==> src/rtl/gcd_pkg.sv <==
// Shared types and constants for the subtractive GCD unit.
package gcd_pkg;

    localparam int GCD_WIDTH = 16;

    typedef enum logic [1:0] {
        IDLE = 2'd0,
        CALC = 2'd1,
        DONE = 2'd2
    } gcd_state_t;

endpackage

==> src/rtl/gcd_datapath.sv <==
// Operand registers, subtraction counter and the magnitude compares that steer the GCD FSM.
module gcd_datapath
    import gcd_pkg::*;
#(
    parameter int WIDTH = GCD_WIDTH
) (
    input  logic             clk,
    input  logic             rst,
    input  logic             load_i,
    input  logic             sub_a_i,
    input  logic             sub_b_i,
    input  logic [WIDTH-1:0] a_i,
    input  logic [WIDTH-1:0] b_i,
    output logic [WIDTH-1:0] a_o,
    output logic [WIDTH-1:0] b_o,
    output logic [WIDTH-1:0] iter_o,
    output logic             gt_o,
    output logic             lt_o,
    output logic             eq_o,
    output logic             a_zero_o,
    output logic             b_zero_o
);

    logic [WIDTH-1:0] a_q, a_d;
    logic [WIDTH-1:0] b_q, b_d;
    logic [WIDTH-1:0] iter_q, iter_d;

    // The FSM only strobes a subtract when the compare says it cannot underflow.
    always_comb begin
        a_d    = a_q;
        b_d    = b_q;
        iter_d = iter_q;
        if (load_i) begin
            a_d    = a_i;
            b_d    = b_i;
            iter_d = '0;
        end else if (sub_a_i) begin
            a_d    = a_q - b_q;
            iter_d = iter_q + 1'b1;
        end else if (sub_b_i) begin
            b_d    = b_q - a_q;
            iter_d = iter_q + 1'b1;
        end
    end

    always_ff @(posedge clk or posedge rst) begin
        if (rst) begin
            a_q    <= '0;
            b_q    <= '0;
            iter_q <= '0;
        end else begin
            a_q    <= a_d;
            b_q    <= b_d;
            iter_q <= iter_d;
        end
    end

    assign a_o      = a_q;
    assign b_o      = b_q;
    assign iter_o   = iter_q;
    assign gt_o     = (a_q > b_q);
    assign lt_o     = (a_q < b_q);
    assign eq_o     = (a_q == b_q);
    assign a_zero_o = (a_q == '0);
    assign b_zero_o = (b_q == '0);

endmodule

==> src/rtl/gcd_unit.sv <==
// Subtractive (Euclid) GCD engine: a three-state controller driving gcd_datapath.
module gcd_unit
    import gcd_pkg::*;
#(
    parameter int WIDTH = GCD_WIDTH
) (
    input  logic             clk,
    input  logic             rst,
    input  logic             start,
    input  logic [WIDTH-1:0] a_in,
    input  logic [WIDTH-1:0] b_in,
    output logic             busy,
    output logic             done,
    output logic [WIDTH-1:0] result,
    output logic [WIDTH-1:0] iter,
    output logic             err
);

    gcd_state_t       state_q;
    logic             done_q;
    logic             err_q;
    logic [WIDTH-1:0] result_q;

    logic             load, sub_a, sub_b, finish;
    logic             gt, lt, eq, a_zero, b_zero;
    logic [WIDTH-1:0] a_cur, b_cur;

    // Termination has priority over either subtraction.
    assign finish = eq | a_zero | b_zero;
    assign load   = (state_q == IDLE) & start;
    assign sub_a  = (state_q == CALC) & ~finish & gt;
    assign sub_b  = (state_q == CALC) & ~finish & lt;

    gcd_datapath #(.WIDTH(WIDTH)) u_datapath (
        .clk      (clk),
        .rst      (rst),
        .load_i   (load),
        .sub_a_i  (sub_a),
        .sub_b_i  (sub_b),
        .a_i      (a_in),
        .b_i      (b_in),
        .a_o      (a_cur),
        .b_o      (b_cur),
        .iter_o   (iter),
        .gt_o     (gt),
        .lt_o     (lt),
        .eq_o     (eq),
        .a_zero_o (a_zero),
        .b_zero_o (b_zero)
    );

    always_ff @(posedge clk or posedge rst) begin
        if (rst) begin
            state_q  <= IDLE;
            done_q   <= 1'b0;
            err_q    <= 1'b0;
            result_q <= '0;
        end else begin
            case (state_q)
                IDLE: begin
                    if (start) state_q <= CALC;
                end
                CALC: begin
                    if (finish) begin
                        state_q  <= DONE;
                        done_q   <= 1'b1;
                        result_q <= a_zero ? b_cur : a_cur;
                        err_q    <= a_zero & b_zero;
                    end
                end
                DONE: begin
                    state_q <= IDLE;
                    done_q  <= 1'b0;
                end
                default: begin
                    state_q <= IDLE;
                    done_q  <= 1'b0;
                end
            endcase
        end
    end

    assign busy   = (state_q != IDLE);
    assign done   = done_q;
    assign err    = err_q;
    assign result = result_q;

endmodule
==> config.mk <==
export PLATFORM = sky130hd
export DESIGN_NAME = gcd_unit
export DESIGN_NICKNAME = d
export VERILOG_FILES = /design/src/rtl/gcd_pkg.sv /design/src/rtl/gcd_datapath.sv /design/src/rtl/gcd_unit.sv
export SDC_FILE = /design/constraint.sdc
export NUM_CORES = 1
export LEC_CHECK = 0
export BUFFER_PORTS_ARGS = -buffer_cell sky130_fd_sc_hd__buf_4
export CAP_MARGIN = 20
export CORE_MARGIN = 4
export CORE_UTILIZATION = 58
export DETAILED_ROUTE_END_ITERATION = 12
export GPL_TIMING_DRIVEN = 0
export PLACE_DENSITY_LB_ADDON = 0.2
export SETUP_SLACK_MARGIN = 0.15
export SYNTH_ARGS = -nofsm -noshare
export SYNTH_HDL_FRONTEND = slang
export SYNTH_SLANG_ARGS = --single-unit
==> constraint.sdc <==
create_clock -name clk -period 3 [get_ports clk]
set_input_delay 0.3 -clock clk [delete_from_list [all_inputs] [get_ports clk]]
set_output_delay 0.3 -clock clk [all_outputs]
set_load 0.03 [all_outputs]
Yosys cells after proc, flatten, opt, wreduce, memory -nomap -nowiden
Index checks and enable logic that the tools add are counted.
W data, S select, Z words.
- bits in read-only memories: 0
- memory bits (writable): 0
- word-level logic and storage cells: 51
- bits in registers: 68
- memories kept: 0
- input bits: 35
- bits in latches: 0
- output and inout port bits: 35
- $mul: 0
- bitwise gates (word level): 9
- add/sub/neg operators: 3
- shift operators: 0
- divide/modulo/power cells: 0
- equal/unequal tests: 5
- reductions and logical operators: 11
- multiplexer cells: 14
- magnitude comparators: 2
- operators with widths (operator ; count):
    $mux W16 ; 9
    $logic_not A16 Y1 ; 2
    $sub A16 B16 Y16 ; 2
    $add A16 B1 Y16 const B ; 1
    $eq A16 B16 Y1 ; 1
    $gt A16 B16 Y1 ; 1
    $lt A16 B16 Y1 ; 1
    $reduce_and A2 Y1 ; 4
    $ne A2 B2 Y1 const B ; 3
    $reduce_bool A2 Y1 ; 3
    $and A1 B1 Y1 ; 5
    $mux W2 ; 2
    $pmux W2 S2 ; 1
    $reduce_bool A3 Y1 ; 1
    $eq A2 B1 Y1 const B ; 1
    $logic_not A2 Y1 ; 1
    $not A1 Y1 ; 2
    $or A1 B1 Y1 ; 2
    $pmux W1 S2 ; 1
    $mux W1 ; 1

Depth between registers and ports, before layout
- depth in word-level cells: 9
- gate-level depth with buffers: 12
- mapped depth without buffers: 10

Modules after synthesis
A second synthesis with hierarchy kept.
- cell total of the unflattened synthesis: 554
- area, all modules: 4947.2 um^2
- modules (own cells, without submodules) (module ; cells an instance ; times used ; area an instance (um^2) ; sequential area each (um^2)):
    gcd_datapath ; 484 ; 1 ; 3910.0 ; 1201.2
    gcd_unit ; 70 ; 1 ; 1037.2 ; 500.5

Least setup slack after synthesis
Ideal clock, no wire load.
- path kind: register to register
- start: reg u_datapath.a_q[0] (netlist: u_datapath.a_o[0])
- end: reg u_datapath.a_q[4] (netlist: u_datapath.a_o[4])
- cell stages (with the launch flop): 11
- arrival time: 2.260 ns
- buffers on the path: 1
- setup slack: 0.617 ns
- clock period less this slack: 2.383 ns
- data required time: 2.877 ns
- setup time: 0.123 ns
- path through: dfrtp_1 > inv_1 > ha_1 > fa_1 > nand2b_1 > a211oi_1 > o21ai_1 > a21oi_2 > buf_6 > nand2_1 > o221a_2
- longest elaborated chain between the ends: 7
- elaborated cells between the ends (all ways): 12
- those cells by class: add/sub: 1; order compare: 1; eq/ne: 1; mux: 2; bitwise: 5; reduce/logical: 2
- ends and longest elaborated chain (item ; RTL line ; text):
    start: declaration ; gcd_datapath.sv:24 ; logic [WIDTH-1:0] a_q, a_d;
    start signal: assignment ; gcd_datapath.sv:48 ; a_q <= '0;
    start signal: assignment ; gcd_datapath.sv:52 ; a_q <= a_d;
    branches (longest 7 deep; another with $sub A16 B16 Y16) ; -- ;
Several ways; the timed one is not identified. The select of a mux whose other input is x is not followed.
A chain may end at the register's enable or synchronous reset.

Final worst setup path
- start: reg u_datapath.a_q[5] (netlist: u_datapath.a_o[5])
- end: reg u_datapath.a_q[10] (netlist: u_datapath.a_o[10])
Same word-level chain as after synthesis.

==> impl_results.md <==
- Mux contribution to synthesized area: 0.00634
- Register bit count reported by yosys: 68
- Ports: 70
- Setup TNS: 0 ns
- Sequential share of the synthesized area: 0.359
- Die W: 98.4 um
- WP data arrival: 2.97 ns
- FMAX: 366 MHz
- Ys Warns: 0
- Post-synthesis compound-gate area fraction: 0.209
- Congestion Overflow GR: 0
- Initial DRC count: 358
- Xor/xnor share of the synthesized area: 0.0721
- Post-synthesis net count: 638
- Routed vias: 4613
- Initial antenna violation count: 0
- DP Wirelength: 10500 um
- Average via count per standard cell: 6.09
- Clk slew on worst S/H paths: 0.08 ns
- Routed Antenna Nets: 0
- Yosys top cell area share: 0.359
- R2R Path End: u_datapath.a_o[10]$_DFFE_PP0P_
- Number of global-route vias before repair: 4397
- Largest family of logic cells by synthesized area: compound AO/OA/AOI/OAI gates
- Fin crit share: 0.911
- Largest cells by area after synthesis: dfrtp_1, ha_1, a21oi_1
- CTS tree: built
- GRT busiest layer: met2
- RSZ-0062 raised after global routing: no
- GR Util All Layers: 0.294
- Worst-margin pin slew: 0.842 ns
- Max_slew headroom: 0.439
- Die area: 9670 um^2
- Worst-case clock buffer depth: 2
- Die Y: 98.4 um
- Layout cells sized above 1: 0.212
- Core Footprint: 7850 um^2
- Netlist cell types: 50
- Max-Cap Viols: 0
- Post-Route WL: 14200 um
- Status: complete, no violations
- Hold Vio Cnt, Final: 0
- Post-synthesis adder-cell area fraction: 0.0930
- CTS sink count: 68
- Largest area contributor in the netlist: dfrtp_1
- GR Layer Usage met3: 0.0300
- Num CTS Buffers: 9
- Highest-count cells in the layout ignoring fill and taps: buf_4, a21oi_1, nor2_1
- # hold bufs at CTS: 0
- Clk_skew: 0.00958 ns
- Worst Path Max Fanout: 10
- Most used flip-flop cell after synthesis: dfrtp_1
- Drt pass-1 iters: 5
- Worst path max stage delay: 0.54 ns
- First-pass GRT wire length: 22400 um
- Critical-path cell list: inv_1 > ha_1 > buf_2 > nand4_1 > or4_4 > nand4b_1 > buf_4 > a21oi_4 > buf_4 > o311ai_0
- R2R depth: 10
- Post-synth EDFFs: 0
- Average wire per cell in the routed design: 18.8 um
- Final Max Slew Viols: 0
- Simple-Gate Fraction of Synth Area: 0.190
- Diodes inserted: 0
- Final Setup Violations: 0
- Slowest stage cell, crit path: or4_4
- Most common cell after layout, fill and taps aside: buf_4
- Setup CP Type: reg -> reg
- Worst setup path startpoint: u_datapath.a_o[5]$_DFFE_PP0P_
- Crit path required time: 3.24 ns
- M2 GR Usage: 0.477
- Initial Util: 0.603
- Min-Delay Path Class: in -> async
- Clock root cell: clkbuf_8
- Minimum clock period: 2.73 ns
- Startpoint Class: flop
- Nets: 719
- GP Congestion: 0.938
- CTS H-tree depth: 3
- Worst R2R Setup Slack: 0.27 ns
- Area of the mapped netlist: 4740 um^2
- CP endpoint kind: flop
- Mean Syn Cell Area: 8.32 um^2
- I/O Buffers: 69
- GR Util met1: 0.402
- Async S/R FF share, synth: 1.00
- Area Growth Syn to Fin: 19.3%
- Syn Inst Count: 569
- Pin count of the biggest net entering global routing: 69
- DRC: 0
- Most common cell on crit path: buf_4
- RR Startpoint: u_datapath.a_o[5]$_DFFE_PP0P_
- Clk_lat worst skew: 0.36 ns
- Row cnt: 32
==> critical path, delay by kind of cell (launching register included) <==
family	cells	cell delay (ns)
buffers and inverters	4	0.67
adders and majority gates	1	0.26
and+or+nand+nor	3	0.88
DFF	1	0.44
AOI/OAI and AO/OA	2	0.37
==> sequential cells by signal, indices dropped and copies added (netlist names) <==
name	cells
state_q	2
u_datapath.b_o	16
done	1
err	1
u_datapath.iter_o	16
u_datapath.a_o	16
result	16
==> what timing repair did <==
item,4_1_cts,5_1_grt
gates resized for setup,3,15
setup endpoints to repair,12,19
buffers inserted,1,0
pin swaps,1,1
==> area by class of cell <==
cell class              instances  area, um^2
clock inverters                 6        88.8
plain buffers                  31         191
well taps                     102         128
multi-input cells             430        2730
clock buffers                  10         128
flip-flops and latches         68        1710
repair buffers                 70         526
fillers                       648        2200
inverters                      40         153
==> through the flow <==
stage / utilization / hold WS [ns] / area (um^2) / setup WS (ns) / std cells
floorplan: - / 0.405 / 4740 / 0.617 / 569
global placement: 0.686 / 0.488 / 5380 / 0.0557 / 740
detailed placement: 0.686 / 0.502 / 5380 / 0.0211 / 740
CTS: 0.716 / 0.131 / 5620 / 0.214 / 757
global route: 0.720 / 0.128 / 5650 / 0.150 / 757
finish: 0.720 / 0.120 / 5650 / 0.267 / 757
==> synth_stat cells, types with 6 or more instances <==
| master | count |
|---|---|
| o21ai_1 | 8 |
| nor2_1 | 63 |
| o221a_2 | 8 |
| nand4_1 | 10 |
| clkbuf_1 | 7 |
| nand2b_1 | 6 |
| ha_1 | 32 |
| nand3_1 | 11 |
| a21oi_1 | 71 |
| nor3_1 | 6 |
| a21o_1 | 6 |
| inv_1 | 40 |
| xor2_1 | 24 |
| dfrtp_1 | 68 |
| nor4_1 | 9 |
| o21ai_0 | 30 |
| nand2_1 | 63 |
| xnor2_1 | 15 |
| buf_2 | 16 |
==> metal layers <==
metal,vias to the layer above,part of all wire
li1,2134,-
met1,2234,0.42
met2,209,0.47
met3,36,0.073
met4,0,0.033
met5,-,0
==> worst max-delay path by stage <==
stage	end	slack, ns	depth (start not counted)
global route	u_datapath.a_o[10]$_DFFE_PP0P_	0.15	10
floorplan	u_datapath.a_o[4]$_DFFE_PP0P_	0.62	10
global placement	u_datapath.a_o[4]$_DFFE_PP0P_	0.06	10
detailed placement	u_datapath.a_o[3]$_DFFE_PP0P_	0.02	10
CTS	u_datapath.a_o[3]$_DFFE_PP0P_	0.21	10
finish	u_datapath.a_o[10]$_DFFE_PP0P_	0.27	10
==> logic make-up (layout without fill, tap and decap cells) <==
| logic type | count (synthesis) | in the layout |
|---|---|---|
| AND/OR/NAND/NOR | 190 | 190 |
| AO/OA/AOI/OAI | 164 | 164 |
| buffers and inverters | 71 | 157 |
| flip-flops | 68 | 68 |
| XOR/XNOR | 39 | 39 |
| adder cells (fa/ha/maj) | 34 | 34 |
| multiplexers | 3 | 3 |
Power is not shown: default switching activity piles up to over one toggle a cycle in this logic, so the estimate is an artifact.
